--- src/rtl/dmem_arbiter_if.sv ---
// Bus bundle between the data/fetch requesters, the arbiter and the shared memory port.
// Handshake: a requester raises x_req with its fields stable and holds them until the
// one-cycle x_ready pulse; the arbiter holds mem_req with its fields stable until mem_ready.
interface dmem_arbiter_if;
  logic        d_req;
  logic        d_we;
  logic [31:0] d_addr;
  logic [31:0] d_wdata;
  logic [2:0]  d_ctrl;
  logic        d_ready;
  logic [31:0] d_rdata;

  logic        i_req;
  logic [31:0] i_addr;
  logic        i_ready;
  logic [31:0] i_rdata;

  logic        err;
  logic        stall_mem;
  logic        stall_fetch;

  logic        mem_req;
  logic        mem_we;
  logic [31:0] mem_addr;
  logic [31:0] mem_wdata;
  logic [2:0]  mem_ctrl;
  logic        mem_ready;
  logic [31:0] mem_rdata;

  logic [1:0]  fsm_state;

  modport slave (
    input  d_req, d_we, d_addr, d_wdata, d_ctrl, i_req, i_addr, mem_ready, mem_rdata,
    output d_ready, d_rdata, i_ready, i_rdata, err, stall_mem, stall_fetch,
           mem_req, mem_we, mem_addr, mem_wdata, mem_ctrl, fsm_state
  );

  modport master (
    output d_req, d_we, d_addr, d_wdata, d_ctrl, i_req, i_addr, mem_ready, mem_rdata,
    input  d_ready, d_rdata, i_ready, i_rdata, err, stall_mem, stall_fetch,
           mem_req, mem_we, mem_addr, mem_wdata, mem_ctrl, fsm_state
  );
endinterface

--- src/rtl/dmem_arbiter.sv ---
// Single-port memory arbiter sharing one port between MEM-stage data accesses and
// instruction fetch, with round-robin on ties, access timeout and pipeline stalls.
module dmem_arbiter #(
  parameter int TIMEOUT = 15
) (
  input logic          clk,
  input logic          rst,
  dmem_arbiter_if.slave bus
);
  localparam int CW = (TIMEOUT > 0) ? $clog2(TIMEOUT + 1) : 1;
  localparam logic [CW-1:0] CNT_LAST = (TIMEOUT > 0) ? CW'(TIMEOUT - 1) : '0;
  localparam logic [CW-1:0] CNT_MAX  = '1;

  typedef enum logic [1:0] {
    IDLE   = 2'd0,
    ACCESS = 2'd1,
    RESP   = 2'd2
  } state_t;

  state_t      state, state_n;
  logic [CW-1:0] cnt, cnt_n;
  // Owner of the current access; between accesses it is the last grant.
  logic        owner_fetch, owner_fetch_n;
  logic        mem_req_q, mem_req_n;
  logic        mem_we_q, mem_we_n;
  logic [31:0] mem_addr_q, mem_addr_n;
  logic [31:0] mem_wdata_q, mem_wdata_n;
  logic [2:0]  mem_ctrl_q, mem_ctrl_n;
  logic        d_ready_q, d_ready_n;
  logic        i_ready_q, i_ready_n;
  logic        err_q, err_n;
  logic [31:0] d_rdata_q, d_rdata_n;
  logic [31:0] i_rdata_q, i_rdata_n;
  logic        pick_fetch;
  logic        timeout_hit;

  assign pick_fetch  = bus.i_req & (~bus.d_req | ~owner_fetch);
  assign timeout_hit = (TIMEOUT != 0) && (cnt == CNT_LAST);

  always_ff @(posedge clk or posedge rst) begin
    if (rst) begin
      state       <= IDLE;
      cnt         <= '0;
      owner_fetch <= 1'b1;
      mem_req_q   <= 1'b0;
      mem_we_q    <= 1'b0;
      mem_addr_q  <= '0;
      mem_wdata_q <= '0;
      mem_ctrl_q  <= 3'b000;
      d_ready_q   <= 1'b0;
      i_ready_q   <= 1'b0;
      err_q       <= 1'b0;
      d_rdata_q   <= '0;
      i_rdata_q   <= '0;
    end else begin
      state       <= state_n;
      cnt         <= cnt_n;
      owner_fetch <= owner_fetch_n;
      mem_req_q   <= mem_req_n;
      mem_we_q    <= mem_we_n;
      mem_addr_q  <= mem_addr_n;
      mem_wdata_q <= mem_wdata_n;
      mem_ctrl_q  <= mem_ctrl_n;
      d_ready_q   <= d_ready_n;
      i_ready_q   <= i_ready_n;
      err_q       <= err_n;
      d_rdata_q   <= d_rdata_n;
      i_rdata_q   <= i_rdata_n;
    end
  end

  always_comb begin
    state_n       = state;
    cnt_n         = cnt;
    owner_fetch_n = owner_fetch;
    mem_req_n     = mem_req_q;
    mem_we_n      = mem_we_q;
    mem_addr_n    = mem_addr_q;
    mem_wdata_n   = mem_wdata_q;
    mem_ctrl_n    = mem_ctrl_q;
    d_ready_n     = 1'b0;
    i_ready_n     = 1'b0;
    err_n         = 1'b0;
    d_rdata_n     = d_rdata_q;
    i_rdata_n     = i_rdata_q;

    case (state)
      IDLE: begin
        if (bus.d_req || bus.i_req) begin
          state_n       = ACCESS;
          cnt_n         = '0;
          owner_fetch_n = pick_fetch;
          mem_req_n     = 1'b1;
          if (pick_fetch) begin
            mem_we_n    = 1'b0;
            mem_addr_n  = bus.i_addr;
            mem_wdata_n = '0;
            mem_ctrl_n  = 3'b010;
          end else begin
            mem_we_n    = bus.d_we;
            mem_addr_n  = bus.d_addr;
            mem_wdata_n = bus.d_wdata;
            mem_ctrl_n  = bus.d_ctrl;
          end
        end
      end

      ACCESS: begin
        // mem_ready wins over the timeout in the final allowed cycle.
        if (bus.mem_ready) begin
          state_n   = RESP;
          mem_req_n = 1'b0;
          d_ready_n = ~owner_fetch;
          i_ready_n = owner_fetch;
          if (!mem_we_q) begin
            if (owner_fetch) i_rdata_n = bus.mem_rdata;
            else             d_rdata_n = bus.mem_rdata;
          end
        end else if (timeout_hit) begin
          state_n   = RESP;
          mem_req_n = 1'b0;
          d_ready_n = ~owner_fetch;
          i_ready_n = owner_fetch;
          err_n     = 1'b1;
          if (owner_fetch) i_rdata_n = '0;
          else             d_rdata_n = '0;
        end else if (cnt != CNT_MAX) begin
          cnt_n = cnt + CW'(1);
        end
      end

      RESP: begin
        state_n = IDLE;
        cnt_n   = '0;
      end

      default: state_n = IDLE;
    endcase
  end

  assign bus.mem_req     = mem_req_q;
  assign bus.mem_we      = mem_we_q;
  assign bus.mem_addr    = mem_addr_q;
  assign bus.mem_wdata   = mem_wdata_q;
  assign bus.mem_ctrl    = mem_ctrl_q;
  assign bus.d_ready     = d_ready_q;
  assign bus.i_ready     = i_ready_q;
  assign bus.d_rdata     = d_rdata_q;
  assign bus.i_rdata     = i_rdata_q;
  assign bus.err         = err_q;
  assign bus.stall_mem   = bus.d_req & ~d_ready_q;
  assign bus.stall_fetch = bus.i_req & ~i_ready_q;
  assign bus.fsm_state   = state;
endmodule

--- src/flat_wrapper.sv ---
// flat-port wrapper written by rule: the top's interface ports become plain ports
module dmem_arbiter_flat 
#(
  parameter int TIMEOUT = 15
)
  (clk, rst, bus_d_req, bus_d_we, bus_d_addr, bus_d_wdata, bus_d_ctrl, bus_i_req, bus_i_addr, bus_mem_ready, bus_mem_rdata, bus_d_ready, bus_d_rdata, bus_i_ready, bus_i_rdata, bus_err, bus_stall_mem, bus_stall_fetch, bus_mem_req, bus_mem_we, bus_mem_addr, bus_mem_wdata, bus_mem_ctrl, bus_fsm_state);
  dmem_arbiter_if bus_i ();
  input logic clk;
  input logic rst;
  input wire logic [$bits(bus_i.d_req)-1:0] bus_d_req;
  input wire logic [$bits(bus_i.d_we)-1:0] bus_d_we;
  input wire logic [$bits(bus_i.d_addr)-1:0] bus_d_addr;
  input wire logic [$bits(bus_i.d_wdata)-1:0] bus_d_wdata;
  input wire logic [$bits(bus_i.d_ctrl)-1:0] bus_d_ctrl;
  input wire logic [$bits(bus_i.i_req)-1:0] bus_i_req;
  input wire logic [$bits(bus_i.i_addr)-1:0] bus_i_addr;
  input wire logic [$bits(bus_i.mem_ready)-1:0] bus_mem_ready;
  input wire logic [$bits(bus_i.mem_rdata)-1:0] bus_mem_rdata;
  output wire logic [$bits(bus_i.d_ready)-1:0] bus_d_ready;
  output wire logic [$bits(bus_i.d_rdata)-1:0] bus_d_rdata;
  output wire logic [$bits(bus_i.i_ready)-1:0] bus_i_ready;
  output wire logic [$bits(bus_i.i_rdata)-1:0] bus_i_rdata;
  output wire logic [$bits(bus_i.err)-1:0] bus_err;
  output wire logic [$bits(bus_i.stall_mem)-1:0] bus_stall_mem;
  output wire logic [$bits(bus_i.stall_fetch)-1:0] bus_stall_fetch;
  output wire logic [$bits(bus_i.mem_req)-1:0] bus_mem_req;
  output wire logic [$bits(bus_i.mem_we)-1:0] bus_mem_we;
  output wire logic [$bits(bus_i.mem_addr)-1:0] bus_mem_addr;
  output wire logic [$bits(bus_i.mem_wdata)-1:0] bus_mem_wdata;
  output wire logic [$bits(bus_i.mem_ctrl)-1:0] bus_mem_ctrl;
  output wire logic [$bits(bus_i.fsm_state)-1:0] bus_fsm_state;
  assign bus_i.d_req = bus_d_req;
  assign bus_i.d_we = bus_d_we;
  assign bus_i.d_addr = bus_d_addr;
  assign bus_i.d_wdata = bus_d_wdata;
  assign bus_i.d_ctrl = bus_d_ctrl;
  assign bus_i.i_req = bus_i_req;
  assign bus_i.i_addr = bus_i_addr;
  assign bus_i.mem_ready = bus_mem_ready;
  assign bus_i.mem_rdata = bus_mem_rdata;
  assign bus_d_ready = bus_i.d_ready;
  assign bus_d_rdata = bus_i.d_rdata;
  assign bus_i_ready = bus_i.i_ready;
  assign bus_i_rdata = bus_i.i_rdata;
  assign bus_err = bus_i.err;
  assign bus_stall_mem = bus_i.stall_mem;
  assign bus_stall_fetch = bus_i.stall_fetch;
  assign bus_mem_req = bus_i.mem_req;
  assign bus_mem_we = bus_i.mem_we;
  assign bus_mem_addr = bus_i.mem_addr;
  assign bus_mem_wdata = bus_i.mem_wdata;
  assign bus_mem_ctrl = bus_i.mem_ctrl;
  assign bus_fsm_state = bus_i.fsm_state;
  dmem_arbiter #(.TIMEOUT(TIMEOUT)) u_core (.clk(clk), .rst(rst), .bus(bus_i));
endmodule
--- config.mk ---
export PLATFORM = sky130hd
export DESIGN_NAME = dmem_arbiter_flat
export DESIGN_NICKNAME = d
export VERILOG_FILES = /design/src/rtl/dmem_arbiter_if.sv /design/src/rtl/dmem_arbiter.sv /design/src/flat_wrapper.sv
export SDC_FILE = /design/constraint.sdc
export NUM_CORES = 1
export LEC_CHECK = 0
export ABC_AREA = 0
export ABC_CLOCK_PERIOD_IN_PS = 5900
export CORE_MARGIN = 4
export CORE_UTILIZATION = 41
export CTS_CLUSTER_SIZE = 20
export DETAILED_ROUTE_END_ITERATION = 10
export PLACE_DENSITY_LB_ADDON = 0.05
export SETUP_SLACK_MARGIN = 0.4
export SKIP_CTS_REPAIR_TIMING = 1
export SYNTH_ARGS = -nofsm -noshare
export SYNTH_HDL_FRONTEND = slang
export SYNTH_SLANG_ARGS = --single-unit
--- constraint.sdc ---
create_clock -name clk -period 5.9 [get_ports clk]
set_input_delay 1.77 -clock clk [delete_from_list [all_inputs] [get_ports clk]]
set_output_delay 1.77 -clock clk [all_outputs]
set_load 0.05 [all_outputs]
==> impl_metrics.csv, run 1 <==
group,metric,value,unit
floorplanning,core_area,0.0135,mm2
floorplanning,io_pins,277,
yosys,netlist_instances,436,
critical_path,required,4.13,ns
cts,htree_levels,4,
place,hpwl,12100,um
power_and_ir_drop,combPwrFrac,55.3,%
floorplanning,dieArea,0.0159,mm2
timing,rsz0062_at_grt,"false",
route,ant_nets,0,
yosys,synth_nets,575,
yosys,synth.top_cells.by_area,"dfrtp_1 62%, a22o_1 10%, mux2i_1 5.8%",
critical_path,cp_max_fo,6,
yosys,synth_edf_count,0,
final_layout,multiInputGateArea,0.00193,mm2
yosys,ys_seq_area_share,62.6,%
power_and_ir_drop,p_int,3.17,mW
route,first_pass_iters,4,
floorplanning,die_y,126,um
global_route,antenna_found_initial,0,
cts,cts-root-buf,"clkbuf_16",
final_layout,fin_nets,842,
timing,max_clock_freq,190,MHz
yosys,yosys_warnings,0,
timing,fin_tns_setup,0,ns
timing,max_slew_margin,29.7,%
final_layout,diodes,0,
power_and_ir_drop,p_seq_share,28.1,%
place,pre_cts_ws,0.639,ns
yosys,netlist_area,0.00572,mm2
yosys,ys_async_sr_fraction,100,%
critical_path,critical_path.endpoint_type,"primary output",
final_layout,drive_above_1_share,8.52,%
worst_hold_path,hold_path.class,"reg -> reg",
critical_path,startpoint,"bus_d_req",
power_and_ir_drop,peakVddDrop,315,uV
route,wirelength,17000,um
floorplanning,start_util,42.5,%
timing,slew_violations,0,
final_layout,seqCellArea,0.00358,mm2
yosys,synth_top_area_share,62.1,%
global_route,grtUsageTotal,21.1,%
power_and_ir_drop,p_switching,2.77,mW
critical_path,critPathKind,"in -> out",
yosys,ys_seq_elements,143,
critical_path,r2r-start,"u_core.owner_fetch",
final_layout,mostFrequentLayoutCells,"276 x clkdlybuf4s50_1, 142 x dfrtp_1, 67 x a22o_1, 65 x o21ai_0, 33 x mux2i_1",
route,vias,4723,
route,drt_iter0_markers,262,
yosys,synth_cell_types,42,
final_layout,syn_to_final_growth,59.6,%
timing,setup_ws,0.643,ns
timing,finalClockSkew,0.00779,ns
global_route,first_global_vias,5100,
cts,clock_latency,0.41,ns
power_and_ir_drop,total_leakage_power,3.90,nW
yosys,syn_area_per_cell,13.1,um2
timing,setup_viol,0,
floorplanning,dieWidth,126,um
cts,cts.sinks,143,
timing,finalCriticalPeriod,5.26,ns
critical_path,r2r_end,"u_core.bus.i_rdata[20]",
yosys,synth_top_cell_by_area,"dfrtp_1",
place,gp_congestion,0.758,
timing,finalCritPeriodShare,89.1,%
place,io_buffers,276,
global_route,grt_pass1_wl,26800,um
critical_path,reg2reg_depth,3,
timing,worst_pin_slew,1.05,ns
final_layout,fillers,1045,
route,route.detailed.drc,0,
global_route,grt_max_degree,85,
critical_path,endpoint,"bus_stall_mem",
yosys,synth_ff_type,"dfrtp_1",
critical_path,crit_arrival,3.49,ns
cts,cts_buffers,17,
floorplanning,rows,42,
critical_path,rrSetupSlack,3.79,ns
power_and_ir_drop,sw_frac_of_total,46.7,%
final_layout,final_common_cell,"clkdlybuf4s50_1",
flow_run,drv_cap,0,
cts,cts_buffer_depth,2,
status,status,"completed",
timing,hold_viol,0,
power_and_ir_drop,powerDensity,651,mW/mm2
cts,clkSlewWorstSetupHoldPaths,0.05,ns
cts,cts_tree,"done",
route,drt-wirelength-per-cell,19.0,um
route,avgViaCountPerCell,5.29,
global_route,grt_overflow,0,
critical_path,start_kind,"input pin",
power_and_ir_drop,p_clk_share,16.6,%
## critical path: stages
cell and delay, ns:
clkdlybuf4s50_1 0.68, nor2b_1 0.18, clkdlybuf4s50_1 0.86
## area by class of cell
type / count / area share (%)
Tap cell: 176 / 2.41
Multi-Input combinational cell: 251 / 21.1
Inverter: 6 / 0.288
Clock inverter: 6 / 0.631
Clock buffer: 26 / 5.36
Timing Repair Buffer: 284 / 30.9
Sequential cell: 143 / 39.2
## power by group through the flow
stage                     logic (mW)  clock network [mW]  registers, mW
final                           3.28               0.988           1.67
after global routing            3.43                1.05           1.72
after CTS                       3.32                1.00           1.67
after detailed placement        3.30                   0           1.67
after global placement          3.27                   0           1.66
after floorplan                0.768                   0           3.06
## per-stage QoR
step           cells  total power [mW]  instance area (um2)  utilization (%)  hold slack (ns)
2_1_floorplan    436              3.83                 5720                -            0.550
3_3_place_gp     860              4.92                 8580             63.8            0.473
3_5_place_dp     860              4.98                 8580             63.8            0.482
4_1_cts          892              5.99                 9120             67.8            0.494
5_1_grt          892              6.21                 9120             67.8            0.510
6_report         892              5.94                 9120             67.8            0.492
## cells by family after synthesis
| group | count (synthesis) | share of synthesized area [%] |
|---|---|---|
| multiplexers | 33 | 5.78 |
| adder cells (fa/ha/maj) | 2 | 0.438 |
| AO/OA/AOI/OAI | 180 | 23.3 |
| buffers and inverters | 42 | 4.16 |
| flip-flops | 143 | 62.6 |
| AND/OR/NAND/NOR | 36 | 3.70 |
## state kept, by name, summed over array words and instances, names as in the netlist
register,cells
u_core.bus.d_rdata,32
u_core.bus.d_ready,1
u_core.bus.err,1
u_core.bus.fsm_state,2
u_core.bus.i_rdata,32
u_core.bus.i_ready,1
u_core.bus.mem_addr,32
u_core.bus.mem_ctrl,3
u_core.bus.mem_req,1
u_core.bus.mem_wdata,32
u_core.bus.mem_we,1
u_core.cnt,4
u_core.owner_fetch,1
## routing by layer
| metal | routed length (um) | GRT usage (%) | vias to the layer above |
|---|---|---|---|
| li1 | - | - | 2176 |
| met1 | 6590 | 24.4 | 2307 |
| met2 | 8290 | 35.1 | 216 |
| met3 | 1690 | 9.02 | 24 |
| met4 | 389 | 7.44 | 0 |
| met5 | 0 | 0 | - |
## cells in the mapped netlist (all sizes together), types with 2 or more instances
master / n
a22o: 83
a31o: 2
a31oi: 5
a32o: 8
and3: 2
buf: 21
clkbuf: 15
dfrtp: 142
ha: 2
inv: 6
mux2i: 33
nand2: 12
nand4b: 3
nor2: 6
nor2b: 2
nor3: 2
o21ai: 67
o2bb2ai: 8
## worst min path at each step
stage                           startpoint                     end  depth (start not counted)
global placement    u_core.bus.d_rdata[28]  u_core.bus.d_rdata[28]                          1
global route        u_core.bus.d_rdata[25]  u_core.bus.d_rdata[25]                          1
detailed placement  u_core.bus.i_rdata[27]  u_core.bus.i_rdata[27]                          1
floorplan                    u_core.cnt[0]           u_core.cnt[0]                          2
finish              u_core.bus.i_rdata[27]  u_core.bus.i_rdata[27]                          1
CTS                 u_core.bus.i_rdata[27]  u_core.bus.i_rdata[27]                          1
Power figures use the tool's default switching activity.
==> inputs of run 2 (changes only) <==
--- a/config.mk
+++ b/config.mk
@@ -9,6 +9,7 @@
 export ABC_CLOCK_PERIOD_IN_PS = 5900
 export CORE_MARGIN = 4
 export CORE_UTILIZATION = 41
+export CTS_CLUSTER_DIAMETER = 150
 export CTS_CLUSTER_SIZE = 20
 export DETAILED_ROUTE_END_ITERATION = 10
 export PLACE_DENSITY_LB_ADDON = 0.05
==> results of run 2 <==
No change in the layout: final DEF, timing and power equal those of run 1.
==> inputs of run 3 (changes only) <==
==> constraint.sdc (replaced) <==
create_clock -name clk -period 5.9 [get_ports clk]
set_input_delay 1.18 -clock clk [delete_from_list [all_inputs] [get_ports clk]]
set_output_delay 1.18 -clock clk [all_outputs]
set_load 0.05 [all_outputs]
==> run 3 against run 2 <==
Against the previous run: total power is 2.5% higher; worst hold slack is essentially flat; final area is 0.78% higher; worst setup slack gained 1.2 ns; global-route usage increased by 0.61 points; clock-buffer cell count decreased by 4; wire length rose by 0.48%; clock power grew 15%; sequential power barely moved; critical path depth stayed put; via count increased by 0.61%; largest cell class unchanged; largest power group unchanged.
==> impl_metrics.csv, run 3 (same netlist as run 1, synthesis figures left out) <==
group,metric,value,unit
timing,setup_viol,0,
timing,hold_viol,0,
route,drt_iter0_markers,314,
place,pre_cts_ws,1.82,ns
final_layout,drive_above_1_share,8.70,%
critical_path,cp_max_fo,6,
route,first_pass_iters,4,
cts,cts_buffers,17,
worst_hold_path,worstHoldStart,"u_core.bus.d_rdata[26]",
cts,clock_latency,0.42,ns
power_and_ir_drop,total_leakage_power,3.93,nW
critical_path,critical_path.endpoint_type,"primary output",
timing,finalClockSkew,0.00839,ns
critical_path,r2r-start,"u_core.owner_fetch",
cts,cts_buffer_depth,2,
power_and_ir_drop,peakVddDrop,325,uV
floorplanning,rows,42,
critical_path,crit_arrival,2.89,ns
place,io_buffers,276,
route,avgViaCountPerCell,5.35,
critical_path,startpoint,"bus_d_req",
route,ant_nets,0,
timing,max_slew_margin,19.0,%
floorplanning,dieArea,0.0159,mm2
floorplanning,io_pins,277,
timing,finalCritPeriodShare,69.0,%
critical_path,start_kind,"input pin",
timing,slew_violations,0,
final_layout,diodes,0,
cts,clkSlewWorstSetupHoldPaths,0.06,ns
floorplanning,die_y,126,um
timing,fin_tns_setup,0,ns
critical_path,required,4.72,ns
critical_path,crit_chain,"clkdlybuf4s50_1 -> nor2b_1 -> clkdlybuf4s50_1",
final_layout,fin_cells,889,
critical_path,crit_buf_inv,2,
timing,worst_pin_slew,1.21,ns
critical_path,crit_top_cell,"clkdlybuf4s50_1",
floorplanning,dieWidth,126,um
global_route,grt_overflow,0,
floorplanning,start_util,42.5,%
flow_run,drv_cap,0,
timing,finalCriticalPeriod,4.07,ns
global_route,grt_max_degree,91,
power_and_ir_drop,powerDensity,662,mW/mm2
route,wirelength,17000,um
route,vias,4752,
global_route,grt_pass1_wl,27300,um
place,hpwl,12200,um
critical_path,worst_path_dominant_cell_family,"buffers and inverters",
power_and_ir_drop,power,6.09,mW
place,gp_congestion,0.789,
final_layout,final_common_cell,"clkdlybuf4s50_1",
floorplanning,core_area,0.0135,mm2
timing,holdWs,0.492,ns
critical_path,cpPeakStageDelay,0.85,ns
global_route,first_global_vias,5067,
cts,cts.sinks,143,
final_layout,mostFrequentLayoutCells,"276 x clkdlybuf4s50_1, 142 x dfrtp_1, 67 x a22o_1, 65 x o21ai_0, 33 x mux2i_1",
cts,htree_levels,4,
worst_hold_path,hold_path.class,"reg -> reg",
timing,rsz0062_at_grt,"false",
route,route.detailed.drc,0,
cts,cts-root-buf,"clkbuf_16",
route,drt-wirelength-per-cell,19.2,um
status,status,"completed",
timing,max_clock_freq,246,MHz
timing,setup_ws,1.83,ns
cts,cts_tree,"done",
global_route,antenna_found_initial,0,
global_route,grtUsageTotal,21.7,%
place,placedCellCount,858,
critical_path,critPathKind,"in -> out",
critical_path,cp_slowest_cell,"clkdlybuf4s50_1",
final_layout,syn_to_final_growth,60.8,%
final_layout,fin_nets,840,
==> run 3: changes by cell type in the layout (fill, tap and decap cells not counted), sizes merged <==
| cell | previous run | this run |
|---|---|---|
| buf | 8 | 6 |
| inv | 5 | 6 |
| clkinv | 4 | 3 |
| bufinv | 1 | 4 |
| clkbuf | 26 | 22 |
==> run 3: final timing paths <==
check / end / slack, ns / cells after the start
min: u_core.bus.d_rdata[26] / 0.49 / 1
max in group asynchronous: u_core.bus.d_rdata[22] / 3.39 / 3
max reg2reg: u_core.bus.i_rdata[10] / 3.76 / 3
max: bus_stall_mem / 1.83 / 3
min reg2reg: u_core.bus.d_rdata[26] / 0.49 / 1
min in group asynchronous: u_core.bus.i_rdata[24] / 1.29 / 2
==> run 3: power by group <==
group	switching [mW]	internal, mW	total (mW)
registers	0.263	1.41	1.67
clock network	0.397	0.740	1.14
logic	2.13	1.14	3.28
total	2.79	3.29	6.09
==> run 3: worst reg2reg max path, cell delays in order (launching register included) <==
cell and delay (ns):
dfstp_2 0.64, nand4b_2 0.28, nor2_2 0.90, a22o_1 0.26
==> run 3: cell type report <==
cell class / count / area (um2)
fill: 1060 / 4260
timing repair buffer: 282 / 2810
multi-input combinational: 251 / 1930
clock buffer: 22 / 474
sequential: 143 / 3580
inverter: 6 / 27.5
clock inverter: 9 / 158
tap: 176 / 220
==> run 3: stage by stage <==
stage / util (%) / cell area [um2]
after global routing: 68.4 / 9200
after detailed placement: 63.7 / 8560
final: 68.4 / 9200
after global placement: 63.7 / 8560
after floorplan: - / 5720
after CTS: 68.4 / 9200
==> run 3: metal layers <==
| metal | vias to the layer above | share of wire [%] | global-route usage, % | wire length [um] |
|---|---|---|---|---|
| met1 | 2335 | 40 | 27.2 | 6850 |
| met4 | 0 | 2.4 | 8.26 | 413 |
| met2 | 214 | 48 | 33.7 | 8220 |
| li1 | 2176 | - | - | - |
| met5 | - | 0 | 0 | 0 |
| met3 | 27 | 9.1 | 8.81 | 1550 |
==> RTL edit 1: new RTL, flow settings as in run 2 <==
Make the reset (`rst`) synchronous in one clocked block.
--- a/src/rtl/dmem_arbiter.sv
+++ b/src/rtl/dmem_arbiter.sv
@@ -37,7 +37,7 @@
   assign pick_fetch  = bus.i_req & (~bus.d_req | ~owner_fetch);
   assign timeout_hit = (TIMEOUT != 0) && (cnt == CNT_LAST);
 
-  always_ff @(posedge clk or posedge rst) begin
+  always_ff @(posedge clk) begin
     if (rst) begin
       state       <= IDLE;
       cnt         <= '0;
Behaviour: differs if rst is asserted again (counterexample within 4 cycles, from zero or initial values and one cycle with rst high); with rst held inactive, the same outputs for 4 cycles.
==> RTL edit 1 against run 2 <==
- synthesized area rose by 6.8%
- sequential cell count did not move
- synthesized cell count up 50%
- setup slack improved by 0.095 ns
- design area up 3.2%
- sequential share of layout area fell by 8.8 points
- wire length grew 13%
- first-iteration DRC count increased by 23%
- die area increased by 6.4%
- via count increased by 24%
- critical path type unchanged
- critical endpoint unchanged
- highest routed layer unchanged
Power is not compared: it rests on default switching activity, and its combinational part moved more than twofold at a synthesized area within 25%.
==> RTL edit 1: results (changes against run 2) <==
stage,metric,value,unit,change
synthesis,sequential area share after synthesis,46.9,%,-16 points
synthesis,largest cells by area after synthesis,"dfxtp_1, mux2i_1, nand2b_1",,
sta,Fin Clk Skew,0.00792,ns,+0.000133 ns
critical_path,Reg2Reg Depth,6,,+3
critical_path,"Arr. time, crit path",3.39,ns,-0.10 ns
worst_hold_path,hold-critical path endpoint,u_core.bus.mem_wdata[3]$_SDFFE_PP0P_,,
synthesis,Syn Inst Count,656,,+50%
detailed_routing,drt first-iter violations,322,,+23%
critical_path,worst-path fanout max,7,,+1
detailed_routing,met2 WL,9.48,mm,+14%
global_route,largest net degree at the start of global routing,120,,+41%
synthesis,list of most frequent post-synthesis cells,"dfxtp_1, a21oi_1, nand2_1, nand2b_1, mux2i_1",,
critical_path,reg2reg setup slack,3.64,ns,-0.15 ns
global_route,GR Util All Layers,22.5,%,+1.5 points
sta,hold slack,0.470,ns,-0.0223 ns
synthesis,asr flop ratio synth,0,%,-100 points
clock_network,total CTS buffers,17,,unchanged
global_route,met3 Use GR,8.88,%,-0.14 points
power_and_ir_drop,Clk power,0.00101,W,
sta,relative slew slack,25.6,%,-4.1 points
place,GP Congestion,0.847,,+12%
critical_path,Critical Path Max Stage Delay,0.81,ns,-0.05 ns
synthesis,ys flop type,dfxtp_1,,
layout,non-filler cells in the finished layout,1092,,+22%
status,status,"finished, final reports clean",,
global_route,GR Util met2,38.1,%,+3.0 points
place,placed inst area,8860,µm²,+3.4%
layout,NumNets Final,1035,,+23%
detailed_routing,via count,5866,,+24%
global_route,vias in the first global route,5925,,+16%
synthesis,Post-Syn Nets,795,,+38%
detailed_routing,met3 routed WL,1.89,mm,+12%
detailed_routing,met1 wire length,7.23,mm,+9.8%
layout,FILL cells,1168,,+12%
worst_hold_path,Hold Path Depth,2,,+1
global_route,first-pass GRT wire length,30.2,mm,+13%
critical_path,FF-to-FF Start,u_core.cnt[0]$_SDFFE_PP0P_,,
global_route,met1 usage,25.6,%,+1.2 points
worst_hold_path,hold path start,u_core.bus.mem_wdata[3]$_SDFFE_PP0P_,,
place,Post-DP HPWL,13.4,mm,+11%
[RTL edit 1: cell types whose count changed after synthesis, sizes merged, moves of 33 or more]
cell and change:
a21oi +70, a22o -83, nand2 +54, dfrtp -142, nand2b +64, nand4 +34
dfxtp +143, a311oi +33
[RTL edit 1: cell type report]
| type | count | area, µm² | share of cell area [%] |
|---|---|---|---|
| clock inverter | 8 | 90.1 | 0.957 |
| clock buffer | 23 | 458 | 4.87 |
| timing repair buffer | 287 | 2840 | 30.2 |
| tap | 184 | 230 | 2.45 |
| inverter | 2 | 7.51 | 0.0798 |
| sequential | 143 | 2860 | 30.4 |
| multi-input combinational | 445 | 2920 | 31.0 |
[RTL edit 1: kinds of logic after synthesis]
kind of cell | synth area share [%]
and+or+nand+nor | 21.1
AOI/OAI and AO/OA | 15.8
adders and majority gates | 0.410
DFF | 46.9
muxes | 10.5
buffers and inverters | 5.41
==> RTL edit 2: new RTL, settings of run 2 <==
Without the edit above. `TIMEOUT` is set to 15 in 2 places; all go to 16.
--- a/src/rtl/dmem_arbiter.sv
+++ b/src/rtl/dmem_arbiter.sv
@@ -1,7 +1,7 @@
 // Single-port memory arbiter sharing one port between MEM-stage data accesses and
 // instruction fetch, with round-robin on ties, access timeout and pipeline stalls.
 module dmem_arbiter #(
-  parameter int TIMEOUT = 15
+  parameter int TIMEOUT = 16
 ) (
   input logic          clk,
   input logic          rst,
--- a/src/flat_wrapper.sv
+++ b/src/flat_wrapper.sv
@@ -1,7 +1,7 @@
 // flat-port wrapper written by rule: the top's interface ports become plain ports
 module dmem_arbiter_flat 
 #(
-  parameter int TIMEOUT = 15
+  parameter int TIMEOUT = 16
 )
   (clk, rst, bus_d_req, bus_d_we, bus_d_addr, bus_d_wdata, bus_d_ctrl, bus_i_req, bus_i_addr, bus_mem_ready, bus_mem_rdata, bus_d_ready, bus_d_rdata, bus_i_ready, bus_i_rdata, bus_err, bus_stall_mem, bus_stall_fetch, bus_mem_req, bus_mem_we, bus_mem_addr, bus_mem_wdata, bus_mem_ctrl, bus_fsm_state);
   dmem_arbiter_if bus_i ();
Behaviour: no difference found for any inputs over 4 cycles, from zero or initial values and one cycle with rst high; that may be too few to reach the edited logic, so the function may still have changed.
==> RTL edit 2 against run 2 <==
- wire length fell by 1.9%
- setup slack gained 0.0044 ns
- design area is 4.3% higher
- sequential cell count grew 1
- non-clock buffer count did not move
- synthesized area increased by 5.4%
- power rose by 2.1%
- largest power group unchanged
- highest routed layer unchanged
==> RTL edit 2: results (changes against run 2) <==
stage,metric,value,unit,change
place,GP Congestion,0.711,,-6.3%
detailed_routing,via count,4640,,-1.8%
worst_hold_path,hold-critical path endpoint,u_core.bus.d_rdata[29]$_DFFE_PP0P_,,
power_and_ir_drop,switch share,46.6,%,-0.10 points
status,status,"finished, final reports clean",,
critical_path,RR Endpoint,u_core.bus.mem_wdata[21]$_DFFE_PP0P_,,
worst_hold_path,worst min path class,reg -> reg,,
worst_hold_path,Hold Path Depth,1,,unchanged
detailed_routing,met1 wire length,6.65,mm,+0.99%
synthesis,Mapped Avg Cell Area,13.0,µm²,-0.51%
detailed_routing,vias per cell,5.01,,-5.4%
power_and_ir_drop,P_leak,4.07,nW,+4.2%
layout,share of layout cells above drive strength 1,14.3,%,+5.8 points
critical_path,Critical Path Max Stage Delay,0.85,ns,
critical_path,"delay-heaviest family, CP",buffers and inverters,,
detailed_routing,met3 routed WL,1.61,mm,-4.7%
detailed_routing,drt total wl,16.6,mm,-1.9%
sta,Fin Clk Skew,0.00648,ns,-0.00131 ns
power_and_ir_drop,VDD IR max,316,µV,+0.40%
synthesis,Yosys cell types,36,,-14%
detailed_routing,DRT Pass-1 Iters,4,,unchanged
global_route,GR Util All Layers,19.7,%,-1.3 points
place,pre-CTS setup slack,0.670,ns,+0.0319 ns
global_route,met1 usage,24.2,%,-0.22 points
sta,worst-margin pin slew,1.25,ns,+0.194 ns
power_and_ir_drop,cell internal pwr,0.00324,W,+2.3%
place,placed insts,895,,+4.1%
critical_path,Setup crit start,bus_i_req,,
synthesis,Post-Syn Nets,602,,+4.7%
synthesis,largest cells by area after synthesis,"dfrtp_1, mux2_2, o21ai_0",,
sta,hold slack,0.487,ns,-0.00479 ns
place,Post-DP HPWL,12.0,mm,-0.65%
detailed_routing,met2 WL,8.02,mm,-3.3%
layout,FILL cells,1127,,+7.8%
global_route,met3 Use GR,7.09,%,-1.9 points
synthesis,sequential area share after synthesis,59.8,%,-2.8 points
critical_path,FF-to-FF Start,u_core.bus.fsm_state[0]$_DFFE_PP0P_,,
critical_path,reg2reg setup slack,3.24,ns,-0.55 ns
place,placed inst area,8960,µm²,+4.4%
detailed_routing,drt first-iter violations,244,,-6.9%
global_route,GR Util met2,32.0,%,-3.1 points
critical_path,slowest cell on the critical path,clkdlybuf4s50_1,,
global_route,largest net degree at the start of global routing,100,,+18%
power_and_ir_drop,Power Sequential,0.00169,W,
layout,NumNets Final,870,,+3.3%
layout,Inserted Diodes,0,,unchanged
clock_network,clock-pin slew on the worst setup and hold paths,0.05,ns,about the same
critical_path,worst-path fanout max,7,,+1
global_route,vias in the first global route,4958,,-2.8%
worst_hold_path,hold path start,u_core.bus.d_rdata[29]$_DFFE_PP0P_,,
synthesis,list of most frequent post-synthesis cells,"dfrtp_1, o21ai_0, mux2_2, a22o_1",,
global_route,first-pass GRT wire length,25.6,mm,-4.4%
[RTL edit 2: kinds of logic (layout without fill, tap and decap cells)]
group / count (synthesis) / after routing / synth area share, %
simple gates: 59 / 59 / 5.94
flops: 144 / 144 / 59.8
fa+ha+maj: 3 / 3 / 0.623
compound gates: 117 / 117 / 13.0
mux: 97 / 97 / 17.4
buf+inv: 42 / 322 / 3.20
[RTL edit 2: final cells by class]
class	instances	area, µm²	share of cell area, %
Sequential cell	144	3600	37.9
Timing Repair Buffer	284	2840	29.8
Multi-Input combinational cell	276	2260	23.7
Clock buffer	19	443	4.65
Tap cell	184	230	2.42
Clock inverter	12	119	1.25
Inverter	7	30.0	0.315
[RTL edit 2: worst max-delay path by stage]
stage               slack [ns]  depth (start not counted)               to
floorplan                 1.43                          2    bus_stall_mem
global placement          0.68                          3  bus_stall_fetch
detailed placement        0.67                          3  bus_stall_fetch
CTS                       0.65                          3  bus_stall_fetch
global route              0.57                          3  bus_stall_fetch
finish                    0.65                          3  bus_stall_fetch
